### src/rtl/usr_pkg.sv
// Mode encodings shared by the universal shift register and its step logic.
package usr_pkg;

  localparam logic [2:0] USR_HOLD = 3'b000;
  localparam logic [2:0] USR_SHR  = 3'b001;
  localparam logic [2:0] USR_SHL  = 3'b010;
  localparam logic [2:0] USR_LOAD = 3'b011;
  localparam logic [2:0] USR_ROR  = 3'b100;
  localparam logic [2:0] USR_ROL  = 3'b101;
  localparam logic [2:0] USR_ASR  = 3'b110;
  localparam logic [2:0] USR_RSVD = 3'b111;

endpackage

### src/rtl/usr_step.sv
// Combinational next-value logic for one hold/shift/rotate/load step,
// shared by the single-step and sequenced paths.
module usr_step
  import usr_pkg::*;
#(
  parameter int WIDTH = 8
) (
  input  logic [WIDTH-1:0] i_a,
  input  logic [2:0]       i_mode,
  input  logic             i_msb_in,
  input  logic             i_lsb_in,
  input  logic [WIDTH-1:0] i_load,
  output logic [WIDTH-1:0] o_a_nxt,
  output logic             o_out_bit,
  output logic             o_shifting
);

  always_comb begin
    o_a_nxt    = i_a;
    o_out_bit  = 1'b0;
    o_shifting = 1'b0;
    case (i_mode)
      USR_SHR: begin
        o_a_nxt    = {i_msb_in, i_a[WIDTH-1:1]};
        o_out_bit  = i_a[0];
        o_shifting = 1'b1;
      end
      USR_SHL: begin
        o_a_nxt    = {i_a[WIDTH-2:0], i_lsb_in};
        o_out_bit  = i_a[WIDTH-1];
        o_shifting = 1'b1;
      end
      USR_LOAD: o_a_nxt = i_load;
      USR_ROR: begin
        o_a_nxt    = {i_a[0], i_a[WIDTH-1:1]};
        o_out_bit  = i_a[0];
        o_shifting = 1'b1;
      end
      USR_ROL: begin
        o_a_nxt    = {i_a[WIDTH-2:0], i_a[WIDTH-1]};
        o_out_bit  = i_a[WIDTH-1];
        o_shifting = 1'b1;
      end
      USR_ASR: begin
        o_a_nxt    = {i_a[WIDTH-1], i_a[WIDTH-1:1]};
        o_out_bit  = i_a[0];
        o_shifting = 1'b1;
      end
      default: o_a_nxt = i_a;  // hold and reserved
    endcase
  end

endmodule

### src/rtl/usr_shift_seq.sv
// Universal shift register with a multi-step shift sequencer (start/busy/done).
// Optional serial-out flop enabled by defining USR_SOUT_EN.
module usr_shift_seq
  import usr_pkg::*;
#(
  parameter int WIDTH = 8,
  parameter int CNT_W = 4
) (
  input  logic             clk,
  input  logic             rst,
  input  logic [2:0]       sel,
  input  logic             msb_in,
  input  logic             lsb_in,
  input  logic [WIDTH-1:0] I,
  input  logic             start,
  input  logic [CNT_W-1:0] cnt,
  output logic [WIDTH-1:0] A,
  output logic             busy,
`ifdef USR_SOUT_EN
  output logic             sout,
`endif
  output logic             done
);

  localparam logic [CNT_W-1:0] REM_LAST = {{(CNT_W-1){1'b0}}, 1'b1};

  logic [WIDTH-1:0] r_a;
  logic [2:0]       r_mode;
  logic [CNT_W-1:0] r_rem;
  logic             r_busy;
  logic             r_done;

  logic [2:0]       w_mode;
  logic [WIDTH-1:0] w_a_nxt;
  logic             w_out_bit;
  logic             w_shifting;

  // While busy the latched mode drives the step; otherwise sel is applied live.
  assign w_mode = r_busy ? r_mode : sel;

  usr_step #(.WIDTH(WIDTH)) u_step (
    .i_a        (r_a),
    .i_mode     (w_mode),
    .i_msb_in   (msb_in),
    .i_lsb_in   (lsb_in),
    .i_load     (I),
    .o_a_nxt    (w_a_nxt),
    .o_out_bit  (w_out_bit),
    .o_shifting (w_shifting)
  );

  always_ff @(posedge clk) begin
    if (rst) begin
      r_a    <= '0;
      r_mode <= USR_HOLD;
      r_rem  <= '0;
      r_busy <= 1'b0;
      r_done <= 1'b0;
    end else begin
      r_done <= 1'b0;
      if (r_busy) begin
        r_a   <= w_a_nxt;
        r_rem <= r_rem - 1'b1;
        if (r_rem == REM_LAST) begin
          r_busy <= 1'b0;
          r_done <= 1'b1;
        end
      end else if (start) begin
        // Accept edge: A is left untouched, the first step happens next edge.
        r_mode <= sel;
        r_rem  <= cnt;
        if (cnt != '0) r_busy <= 1'b1;
        else           r_done <= 1'b1;
      end else begin
        r_a <= w_a_nxt;
      end
    end
  end

`ifdef USR_SOUT_EN
  logic r_sout;

  // Steps that apply A also capture the departing bit when they shift.
  always_ff @(posedge clk) begin
    if (rst) begin
      r_sout <= 1'b0;
    end else if ((r_busy || !start) && w_shifting) begin
      r_sout <= w_out_bit;
    end
  end

  assign sout = r_sout;
`else
  logic w_unused_sout;
  assign w_unused_sout = w_out_bit ^ w_shifting;
`endif

  assign A    = r_a;
  assign busy = r_busy;
  assign done = r_done;

endmodule
### config.mk
export PLATFORM = sky130hd
export DESIGN_NAME = usr_shift_seq
export DESIGN_NICKNAME = d
export VERILOG_FILES = /design/src/rtl/usr_pkg.sv /design/src/rtl/usr_step.sv /design/src/rtl/usr_shift_seq.sv
export SDC_FILE = /design/constraint.sdc
export NUM_CORES = 1
export LEC_CHECK = 0
export ABC_AREA = 1
export BUFFER_PORTS_ARGS = -buffer_cell sky130_fd_sc_hd__buf_2
export CELL_PAD_IN_SITES_DETAIL_PLACEMENT = 0
export CELL_PAD_IN_SITES_GLOBAL_PLACEMENT = 1
export CORE_MARGIN = 8
export CORE_UTILIZATION = 37
export CTS_BUF_LIST = sky130_fd_sc_hd__clkbuf_8
export DETAILED_ROUTE_END_ITERATION = 6
export HOLD_SLACK_MARGIN = 0.08
export PLACE_DENSITY = 0.9
export SLEW_MARGIN = 5
export SYNTH_ARGS = -nofsm -noshare
export SYNTH_HDL_FRONTEND = slang
export SYNTH_SLANG_ARGS = --single-unit
### constraint.sdc
create_clock -name clk -period 1.8 [get_ports clk]
set_input_delay 0.09 -clock clk [delete_from_list [all_inputs] [get_ports clk]]
set_output_delay 0.09 -clock clk [all_outputs]
set_load 0.01 [all_outputs]
==> results of run 1 <==
==> worst paths after layout <==
| path | depth (start not counted) | end | from | slack (ns) |
|---|---|---|---|---|
| max | 10 | A[3] | busy | 0.20 |
| min | 3 | r_mode[0] | sel[0] | 0.10 |
| max reg2reg | 10 | A[3] | busy | 0.20 |
| min reg2reg | 2 | r_mode[1] | r_mode[1] | 0.49 |
==> sequential cells by signal (all words and copies together), names as in the netlist <==
| register | flops |
|---|---|
| A | 8 |
| r_mode | 3 |
| done | 1 |
| busy | 1 |
| r_rem | 4 |
==> placed cells by master (no fill, tap or decap), drive strengths merged <==
cell          n
o221ai        2
nor2         23
a221oi        1
dfxtp        17
o21ai        10
dlygate4sd3   1
nand4         4
ha            2
nand3        10
nand2        73
a21oi         7
o22ai         1
xor2          2
clkbuf        3
buf          30
inv          21
==> power by group through the flow <==
stage | Sequential [mW] | Combinational (mW) | Clock [mW]
finish | 0.465 | 0.376 | 0.284
global route | 0.472 | 0.423 | 0.313
CTS | 0.465 | 0.381 | 0.292
detailed placement | 0.472 | 0.377 | 0
global placement | 0.474 | 0.376 | 0
floorplan | 0.478 | 0.281 | 0
==> cell type report <==
type,instances,area (sq um)
clock buffers,3,41.29
clock inverters,1,3.754
multi-input cells,135,688.2
fillers,307,1650
inverters,20,75.07
repair buffers,31,162.7
flip-flops and latches,17,340.3
well taps,33,41.29
==> what timing repair did <==
action / 4_1_cts / 5_1_grt
endpoints found under the hold margin: 4 / 0
resized for setup: 0 / 0
hold buffers: 1 / 0
setup endpoints to repair: 0 / 0
==> routing by layer <==
| layer | vias to the layer above | GRT usage |
|---|---|---|
| met5 | - | 0 |
| met4 | 0 | 0.04762 |
| met3 | 4 | 0.01813 |
| met2 | 16 | 0.1796 |
| met1 | 539 | 0.1239 |
| li1 | 616 | - |
==> cells by family after synthesis <==
group	after synthesis	share of synthesized area
and+or+nand+nor	110	0.4632
AOI/OAI and AO/OA	21	0.1032
buffers and inverters	23	0.09769
DFF	17	0.2986
xor gates and xnor gates	2	0.01537
adders and majority gates	2	0.02195
==> critical path, cell delays in order (launching register included) <==
cell                      delay [ns]
sky130_fd_sc_hd__dfxtp_1        0.50
sky130_fd_sc_hd__inv_2          0.16
sky130_fd_sc_hd__nand2_2        0.09
sky130_fd_sc_hd__nand2_2        0.10
sky130_fd_sc_hd__nand2_2        0.11
sky130_fd_sc_hd__nand3_1        0.09
sky130_fd_sc_hd__nand2_1        0.20
sky130_fd_sc_hd__nand2_1        0.10
sky130_fd_sc_hd__nand2_2        0.08
sky130_fd_sc_hd__nor2_2         0.03
sky130_fd_sc_hd__nor2_1         0.08
==> per-stage QoR <==
step	std cells	hold slack [ns]
finish	240	0.1046
CTS	240	0.1035
detailed placement	235	0.3347
global placement	235	0.3400
global route	240	0.1065
floorplan	175	0.1591
==> report_table.html, run 1 <==
<table>
<tr><th>Metric</th><th>Value</th></tr>
<tr><th colspan="2">Outcome</th></tr>
<tr><td>Status</td><td>finished, final reports clean</td></tr>
<tr><th colspan="2">Detailed routing</th></tr>
<tr><td>Total Wirelength</td><td>approximately 2700 microns</td></tr>
<tr><td>Via count of the routed design</td><td>approximately 1.2k</td></tr>
<tr><td>1st-iter DRT viols</td><td>113</td></tr>
<tr><td>Drt wl/cell</td><td>11.18 microns</td></tr>
<tr><td>Routed vias/inst</td><td>between 4 and 5</td></tr>
<tr><td>Total length of routed met2 wires</td><td>1285 microns</td></tr>
<tr><td>Post-route DRC</td><td>0</td></tr>
<tr><td>Total met3 wirelength after detailed routing</td><td>90 microns</td></tr>
<tr><td>Antenna-violating nets left</td><td>0</td></tr>
<tr><td>DR pass1 iterations</td><td>6</td></tr>
<tr><td>Top Metal Used</td><td>met4</td></tr>
<tr><td>Met1 wire length</td><td>1269 microns</td></tr>
<tr><th colspan="2">Power</th></tr>
<tr><td>Share of total power consumed by net switching</td><td>0.3626</td></tr>
<tr><td>Power density of the placed cells</td><td>831.2 mW/mm^2</td></tr>
<tr><td>Combinational group share of total power</td><td>0.334</td></tr>
<tr><td>Switching power</td><td>a little over 0.4 mW</td></tr>
<tr><td>Leakage</td><td>0.7149 nW</td></tr>
<tr><td>Register share of total power</td><td>0.413</td></tr>
<tr><td>Int Pwr</td><td>0.7166 mW</td></tr>
<tr><td>Clock network fraction of design power</td><td>0.253</td></tr>
<tr><td>VDD IR-drop max</td><td>301.9 uV</td></tr>
<tr><td>Post-layout total power</td><td>between 1 and 1.5 mW</td></tr>
<tr><th colspan="2">Critical path</th></tr>
<tr><td>Worst setup SP type</td><td>flip-flop</td></tr>
<tr><td>Arrival time of the worst setup path</td><td>1.80 ns</td></tr>
<tr><td>Worst Setup End Kind</td><td>flip-flop</td></tr>
<tr><td>Data required time at the worst endpoint</td><td>around 2 ns</td></tr>
<tr><td>Maximum fanout along the worst path</td><td>9</td></tr>
<tr><td>Type of the setup path with the least slack</td><td>reg -&gt; reg</td></tr>
<tr><th colspan="2">GRT</th></tr>
<tr><td>Remaining global-route overflow</td><td>0</td></tr>
<tr><td>All-layer global routing usage</td><td>0.1048</td></tr>
<tr><td>Maximum number of pins on one net before global-route repair</td><td>15</td></tr>
<tr><td>Number of antenna violations at the first check in global routing</td><td>0</td></tr>
<tr><td>Global-route wire length before repair</td><td>about 4500 microns</td></tr>
<tr><td>Via count of the first global-routing pass</td><td>1061</td></tr>
<tr><th colspan="2">Final layout</th></tr>
<tr><td>Post-route core utilization</td><td>0.4504</td></tr>
<tr><td>Antenna Diode Count</td><td>0</td></tr>
<tr><td>Number of nets in the finished design</td><td>230</td></tr>
<tr><td>Share of final-layout standard cells stronger than drive strength 1</td><td>0.2850</td></tr>
<tr><td>P&amp;R area growth vs syn</td><td>18.66%</td></tr>
<tr><td>Post-route standard cell area excluding fillers</td><td>0.001353 sq mm</td></tr>
<tr><th colspan="2">STA</th></tr>
<tr><td>Fin crit share</td><td>0.8909</td></tr>
<tr><td>Maximum clock frequency</td><td>623.6 MHz</td></tr>
<tr><td>Transition at the pin with the smallest max-transition slack</td><td>0.3719 ns</td></tr>
<tr><td>Unrepaired setup endpoints after global routing</td><td>false</td></tr>
<tr><td>Setup total negative slack</td><td>0 ns</td></tr>
<tr><td>Setup Skew</td><td>about 0.0015 ns</td></tr>
<tr><td>Max-slew violation count</td><td>0</td></tr>
<tr><td>Fin crit period</td><td>1.604 ns</td></tr>
<tr><td>Finish-stage setup viols</td><td>0</td></tr>
<tr><td>Post-layout worst setup margin</td><td>0.1965 ns</td></tr>
<tr><td>Hold violation count in the final report</td><td>0</td></tr>
<tr><td>Worst slew margin</td><td>0.7518</td></tr>
<tr><th colspan="2">Synth</th></tr>
<tr><td>Largest cells by area after synthesis</td><td>sky130_fd_sc_hd__dfxtp_1 (30%), sky130_fd_sc_hd__nand2_1 (18%), sky130_fd_sc_hd__nand2_2 (7.7%), sky130_fd_sc_hd__inv_1 (5.9%), sky130_fd_sc_hd__nor2_1 (5.9%)</td></tr>
<tr><td>Ranking of synthesized cells by instance count</td><td>sky130_fd_sc_hd__nand2_1 (55), sky130_fd_sc_hd__inv_1 (18), sky130_fd_sc_hd__nor2_1 (18)</td></tr>
<tr><td>Count of unique library cells instantiated by Yosys</td><td>23</td></tr>
<tr><td>Flip-flop and latch count after synthesis</td><td>17</td></tr>
<tr><td>Net count of the mapped netlist</td><td>a little under 200</td></tr>
<tr><td>Dominant register cell in the synthesized netlist</td><td>sky130_fd_sc_hd__dfxtp_1</td></tr>
<tr><td>Async set-reset flop share out of synthesis</td><td>0</td></tr>
<tr><td>Number of instances in the synthesized netlist</td><td>175</td></tr>
<tr><td>Area share of the leading cell type in the synthesized netlist</td><td>0.2986</td></tr>
<tr><td>Syn avg cell area</td><td>6.513 sq um</td></tr>
<tr><td>Most numerous cell in the Yosys netlist</td><td>sky130_fd_sc_hd__nand2_1</td></tr>
<tr><td>Synthesis Warnings</td><td>0</td></tr>
<tr><td>Synthesized area</td><td>0.001140 sq mm</td></tr>
<tr><td>Count of flip-flops with a built-in enable after synthesis</td><td>0</td></tr>
<tr><td>Sequential fraction of the synthesis area</td><td>0.2986</td></tr>
<tr><td>Post-synth top area cell</td><td>sky130_fd_sc_hd__dfxtp_1</td></tr>
<tr><th colspan="2">Hold path</th></tr>
<tr><td>Tightest Hold Check Type</td><td>in -&gt; reg</td></tr>
<tr><th colspan="2">CTS</th></tr>
<tr><td>Cell at the root of the clock tree</td><td>sky130_fd_sc_hd__clkbuf_8</td></tr>
<tr><td>Later-pin clock latency in the skew report</td><td>0.25 ns</td></tr>
<tr><td>Clock sinks</td><td>17</td></tr>
<tr><td>Reg clk slew, reported paths</td><td>0.07 ns</td></tr>
<tr><td>Number of post-CTS setup repair buffers</td><td>0</td></tr>
<tr><td>Clock buffers created by TritonCTS</td><td>3</td></tr>
<tr><td>Buffer levels on the longest clock path</td><td>2</td></tr>
<tr><td>Clock H-tree levels</td><td>1</td></tr>
<tr><td>CTS tree</td><td>built</td></tr>
<tr><th colspan="2">Place</th></tr>
<tr><td>Final weighted congestion in routability-driven placement</td><td>about 0.84</td></tr>
<tr><td>Dpl cell area</td><td>0.001297 sq mm</td></tr>
<tr><td>DPL Wire Length</td><td>2095 microns</td></tr>
<tr><td>IO buf count</td><td>29</td></tr>
<tr><td>Post-Place Worst Slack</td><td>between 0.2 and 0.25 ns</td></tr>
<tr><th colspan="2">Floorplan</th></tr>
<tr><td>Std-Cell Core Area</td><td>0.003003 sq mm</td></tr>
<tr><td>Initial core utilization</td><td>0.3796</td></tr>
<tr><td>Core Rows</td><td>20</td></tr>
<tr><td>Number of I/O pins</td><td>30</td></tr>
<tr><td>Die boundary height</td><td>71.51 microns</td></tr>
<tr><td>Width of the die</td><td>71.51 microns</td></tr>
<tr><td>Area of the die</td><td>0.005113 sq mm</td></tr>
<tr><th colspan="2">Job</th></tr>
<tr><td>Number of max-cap violations</td><td>0</td></tr>
</table>
No activity file was read; power rests on OpenSTA's default activity.
==> inputs of run 2 (changes only) <==
- CORE_MARGIN: 8 -> not set
- CTS_BUF_LIST: sky130_fd_sc_hd__clkbuf_8 -> sky130_fd_sc_hd__clkbuf_4 sky130_fd_sc_hd__clkbuf_8
==> run 2 against run 1 <==
  * The flow now finishes with violations (DRC)
  * Sequential power about the same
  * Combinational power about the same
  * Worst hold slack improved by 0.011 ns
  * Final area increased by 0.28%
  * Die area decreased by 35%
  * First-iteration DRC count decreased by 78%
  * Clock skew increased by 0.0052 ns
  * Final cell count unchanged
  * Clock power decreased by 22%
  * Non-clock buffer count increased by 2
  * Register-to-register slack improved by 0.11 ns
  * Critical path type unchanged
  * Largest power group unchanged
  * Highest routed layer unchanged
==> report_table.html, run 2 (same netlist as run 1, synthesis figures left out) <==
<table>
<tr><th>Metric</th><th>Value</th></tr>
<tr><th colspan="2">Final layout</th></tr>
<tr><td>Share of final-layout standard cells stronger than drive strength 1</td><td>0.2919 (+0.006842)</td></tr>
<tr><td>Leading cell types in the layout, fill and taps excluded</td><td>sky130_fd_sc_hd__nand2_1 (55), sky130_fd_sc_hd__buf_2 (29), sky130_fd_sc_hd__inv_1 (18), sky130_fd_sc_hd__nor2_1 (18), sky130_fd_sc_hd__dfxtp_1 (16)</td></tr>
<tr><td>Number of nets in the finished design</td><td>232 (+0.87%)</td></tr>
<tr><td>Non-filler instance count after layout</td><td>240 (unchanged)</td></tr>
<tr><td>Largest register FFs</td><td>8 (unchanged)</td></tr>
<tr><td>Most common cell after layout, fill and taps aside</td><td>sky130_fd_sc_hd__nand2_1</td></tr>
<tr><td>Antenna Diode Count</td><td>0 (unchanged)</td></tr>
<tr><td>Post-route standard cell area excluding fillers</td><td>0.001356 sq mm (+0.28%)</td></tr>
<tr><td>P&amp;R area growth vs syn</td><td>18.99%</td></tr>
<tr><th colspan="2">Critical path</th></tr>
<tr><td>Data required time at the worst endpoint</td><td>2.00 ns (about the same)</td></tr>
<tr><td>Arrival time of the worst setup path</td><td>1.69 ns (-0.11 ns)</td></tr>
<tr><td>RR Endpoint</td><td>A[6]</td></tr>
<tr><td>Maximum fanout along the worst path</td><td>9 (unchanged)</td></tr>
<tr><td>Critical path endpoint</td><td>A[6]</td></tr>
<tr><td>Reg-to-reg startpoint</td><td>busy</td></tr>
<tr><td>Worst Setup End Kind</td><td>flip-flop</td></tr>
<tr><td>Worst Setup SP</td><td>busy</td></tr>
<tr><td>Worst Reg-to-Reg Cells</td><td>10 (unchanged)</td></tr>
<tr><td>Worst setup slack for register-to-register paths</td><td>0.31 ns (+0.11 ns)</td></tr>
<tr><td>Type of the setup path with the least slack</td><td>reg -&gt; reg</td></tr>
<tr><td>Worst setup SP type</td><td>flip-flop</td></tr>
<tr><th colspan="2">STA</th></tr>
<tr><td>Max-slew violation count</td><td>0 (unchanged)</td></tr>
<tr><td>Worst slew margin</td><td>0.7650 (+0.01321)</td></tr>
<tr><td>Finish-stage setup viols</td><td>0 (unchanged)</td></tr>
<tr><td>Fin crit period</td><td>1.494 ns (-0.1093 ns)</td></tr>
<tr><td>Setup total negative slack</td><td>0 ns (unchanged)</td></tr>
<tr><td>Transition at the pin with the smallest max-transition slack</td><td>0.3521 ns (-0.01979 ns)</td></tr>
<tr><td>Maximum clock frequency</td><td>669.3 MHz (+7.3%)</td></tr>
<tr><td>Setup Skew</td><td>0.006626 ns (+0.005157 ns)</td></tr>
<tr><td>Hold violation count in the final report</td><td>0 (unchanged)</td></tr>
<tr><td>Fin crit share</td><td>0.8301 (-0.06074)</td></tr>
<tr><td>Unrepaired setup endpoints after global routing</td><td>false</td></tr>
<tr><td>Worst-case hold slack</td><td>0.1152 ns (+0.01066 ns)</td></tr>
<tr><th colspan="2">GRT</th></tr>
<tr><td>Remaining global-route overflow</td><td>0 (unchanged)</td></tr>
<tr><td>Global-route wire length before repair</td><td>4347 microns (-2.9%)</td></tr>
<tr><td>Via count of the first global-routing pass</td><td>1014 (-4.4%)</td></tr>
<tr><td>Number of antenna violations at the first check in global routing</td><td>0 (unchanged)</td></tr>
<tr><td>Maximum number of pins on one net before global-route repair</td><td>15 (unchanged)</td></tr>
<tr><td>All-layer global routing usage</td><td>0.1650 (+0.06017)</td></tr>
<tr><th colspan="2">Detailed routing</th></tr>
<tr><td>Total Wirelength</td><td>2520 microns (-6.0%)</td></tr>
<tr><td>Met1 wire length</td><td>1212 microns (-4.5%)</td></tr>
<tr><td>DR pass1 iterations</td><td>6 (unchanged)</td></tr>
<tr><td>Antenna-violating nets left</td><td>0 (unchanged)</td></tr>
<tr><td>Routed vias/inst</td><td>4.804 (-1.9%)</td></tr>
<tr><td>Post-route DRC</td><td>1 (+1)</td></tr>
<tr><td>Via count of the routed design</td><td>1153 (-1.9%)</td></tr>
<tr><td>Top Metal Used</td><td>met4</td></tr>
<tr><td>Total met3 wirelength after detailed routing</td><td>123 microns (+37%)</td></tr>
<tr><td>1st-iter DRT viols</td><td>25 (-78%)</td></tr>
<tr><td>Drt wl/cell</td><td>10.50 microns (-6.0%)</td></tr>
<tr><td>Total length of routed met2 wires</td><td>1160 microns (-9.7%)</td></tr>
<tr><th colspan="2">CTS</th></tr>
<tr><td>Later-pin clock latency in the skew report</td><td>0.29 ns (+0.04 ns)</td></tr>
<tr><td>Clock H-tree levels</td><td>1 (unchanged)</td></tr>
<tr><td>Buffer levels on the longest clock path</td><td>2 (unchanged)</td></tr>
<tr><td>Cell at the root of the clock tree</td><td>sky130_fd_sc_hd__clkbuf_4</td></tr>
<tr><td>Clock sinks</td><td>17 (unchanged)</td></tr>
<tr><td>Reg clk slew, reported paths</td><td>0.10 ns (+0.03 ns)</td></tr>
<tr><td>CTS tree</td><td>built</td></tr>
<tr><td>Clock buffers created by TritonCTS</td><td>3 (unchanged)</td></tr>
<tr><th colspan="2">Place</th></tr>
<tr><td>Dpl cell area</td><td>0.001295 sq mm (-0.19%)</td></tr>
<tr><td>Final weighted congestion in routability-driven placement</td><td>0.8268 (-1.2%)</td></tr>
<tr><td>DPL Wire Length</td><td>1944 microns (-7.2%)</td></tr>
<tr><td>Number of placed instances with taps included</td><td>233 (-0.85%)</td></tr>
<tr><td>IO buf count</td><td>29 (unchanged)</td></tr>
<tr><th colspan="2">Floorplan</th></tr>
<tr><td>Width of the die</td><td>57.51 microns (-20%)</td></tr>
<tr><td>Die boundary height</td><td>57.51 microns (-20%)</td></tr>
<tr><td>Number of I/O pins</td><td>30 (unchanged)</td></tr>
<tr><td>Area of the die</td><td>0.003307 sq mm (-35%)</td></tr>
<tr><td>Std-Cell Core Area</td><td>0.002829 sq mm (-5.8%)</td></tr>
<tr><td>Core Rows</td><td>19 (-5.0%)</td></tr>
<tr><td>Initial core utilization</td><td>0.4029 (+0.02334)</td></tr>
<tr><th colspan="2">Power</th></tr>
<tr><td>Post-layout total power</td><td>1.063 mW (-5.5%)</td></tr>
<tr><td>Leakage</td><td>0.7150 nW (about the same)</td></tr>
<tr><td>Power density of the placed cells</td><td>783.5 mW/mm^2 (-5.7%)</td></tr>
<tr><td>VDD IR-drop max</td><td>330.6 uV (+9.5%)</td></tr>
<tr><th colspan="2">Hold path</th></tr>
<tr><td>Tightest Hold Check Type</td><td>in -&gt; reg</td></tr>
<tr><th colspan="2">Outcome</th></tr>
<tr><td>Violated checks</td><td>DRC</td></tr>
<tr><td>Status</td><td>finished with violations</td></tr>
<tr><th colspan="2">Job</th></tr>
<tr><td>Number of max-cap violations</td><td>0 (unchanged)</td></tr>
</table>
[run 2: where the power goes]
group          switching [mW]  internal [mW]  leakage [nW]  total (mW)
combinational           0.234          0.145         0.556       0.379
clock                   0.120          0.101        0.0184       0.221
sequential             0.0399          0.423         0.141       0.463
[run 2: layer usage]
| metal | global-route usage | vias to the layer above |
|---|---|---|
| met5 | 0 | - |
| met4 | 0.05923 | 0 |
| met3 | 0.02041 | 4 |
| met2 | 0.2674 | 25 |
| met1 | 0.2249 | 505 |
| li1 | - | 619 |
[run 2: how the worst min path moves through the flow]
stage | from | endpoint | cells past startpoint
after floorplan | rst | A[7] | 1
final | I[2] | A[2] | 5
after CTS | I[2] | A[2] | 5
after detailed placement | rst | A[7] | 2
after global placement | rst | A[7] | 2
after global routing | I[2] | A[2] | 5
[run 2: through the flow]
step | setup slack [ns] | utilization
after floorplan | 0.3882 | -
final | 0.3058 | 0.4794
after global placement | 0.2280 | 0.4578
after detailed placement | 0.1871 | 0.4578
after global routing | 0.07574 | 0.4794
after CTS | 0.1549 | 0.4790
[run 2: cell type report]
class	count	area, sq um
Timing Repair Buffer	33	182.7
Multi-Input combinational cell	135	688.2
Clock buffer	4	30.03
Fill cell	301	1473
Sequential cell	17	341.6
Inverter	20	75.07
Tap cell	31	38.79
[run 2: repair_timing]
action	in CTS	in global routing
gates resized for setup	0	1
hold buffers	3	0
hold endpoints to repair	5	0
setup endpoints to repair	0	5
buffers inserted	0	0
[run 2: critical path: stages (launching register included)]
cell	delay, ns
sky130_fd_sc_hd__dfxtp_2	0.38
sky130_fd_sc_hd__inv_2	0.15
sky130_fd_sc_hd__nand2_1	0.11
sky130_fd_sc_hd__nand2_4	0.11
sky130_fd_sc_hd__nand2_1	0.06
sky130_fd_sc_hd__nand3_1	0.09
sky130_fd_sc_hd__nand2_1	0.18
sky130_fd_sc_hd__nand2_1	0.12
sky130_fd_sc_hd__nand2_1	0.05
sky130_fd_sc_hd__nor2_1	0.09
sky130_fd_sc_hd__nor2_1	0.05
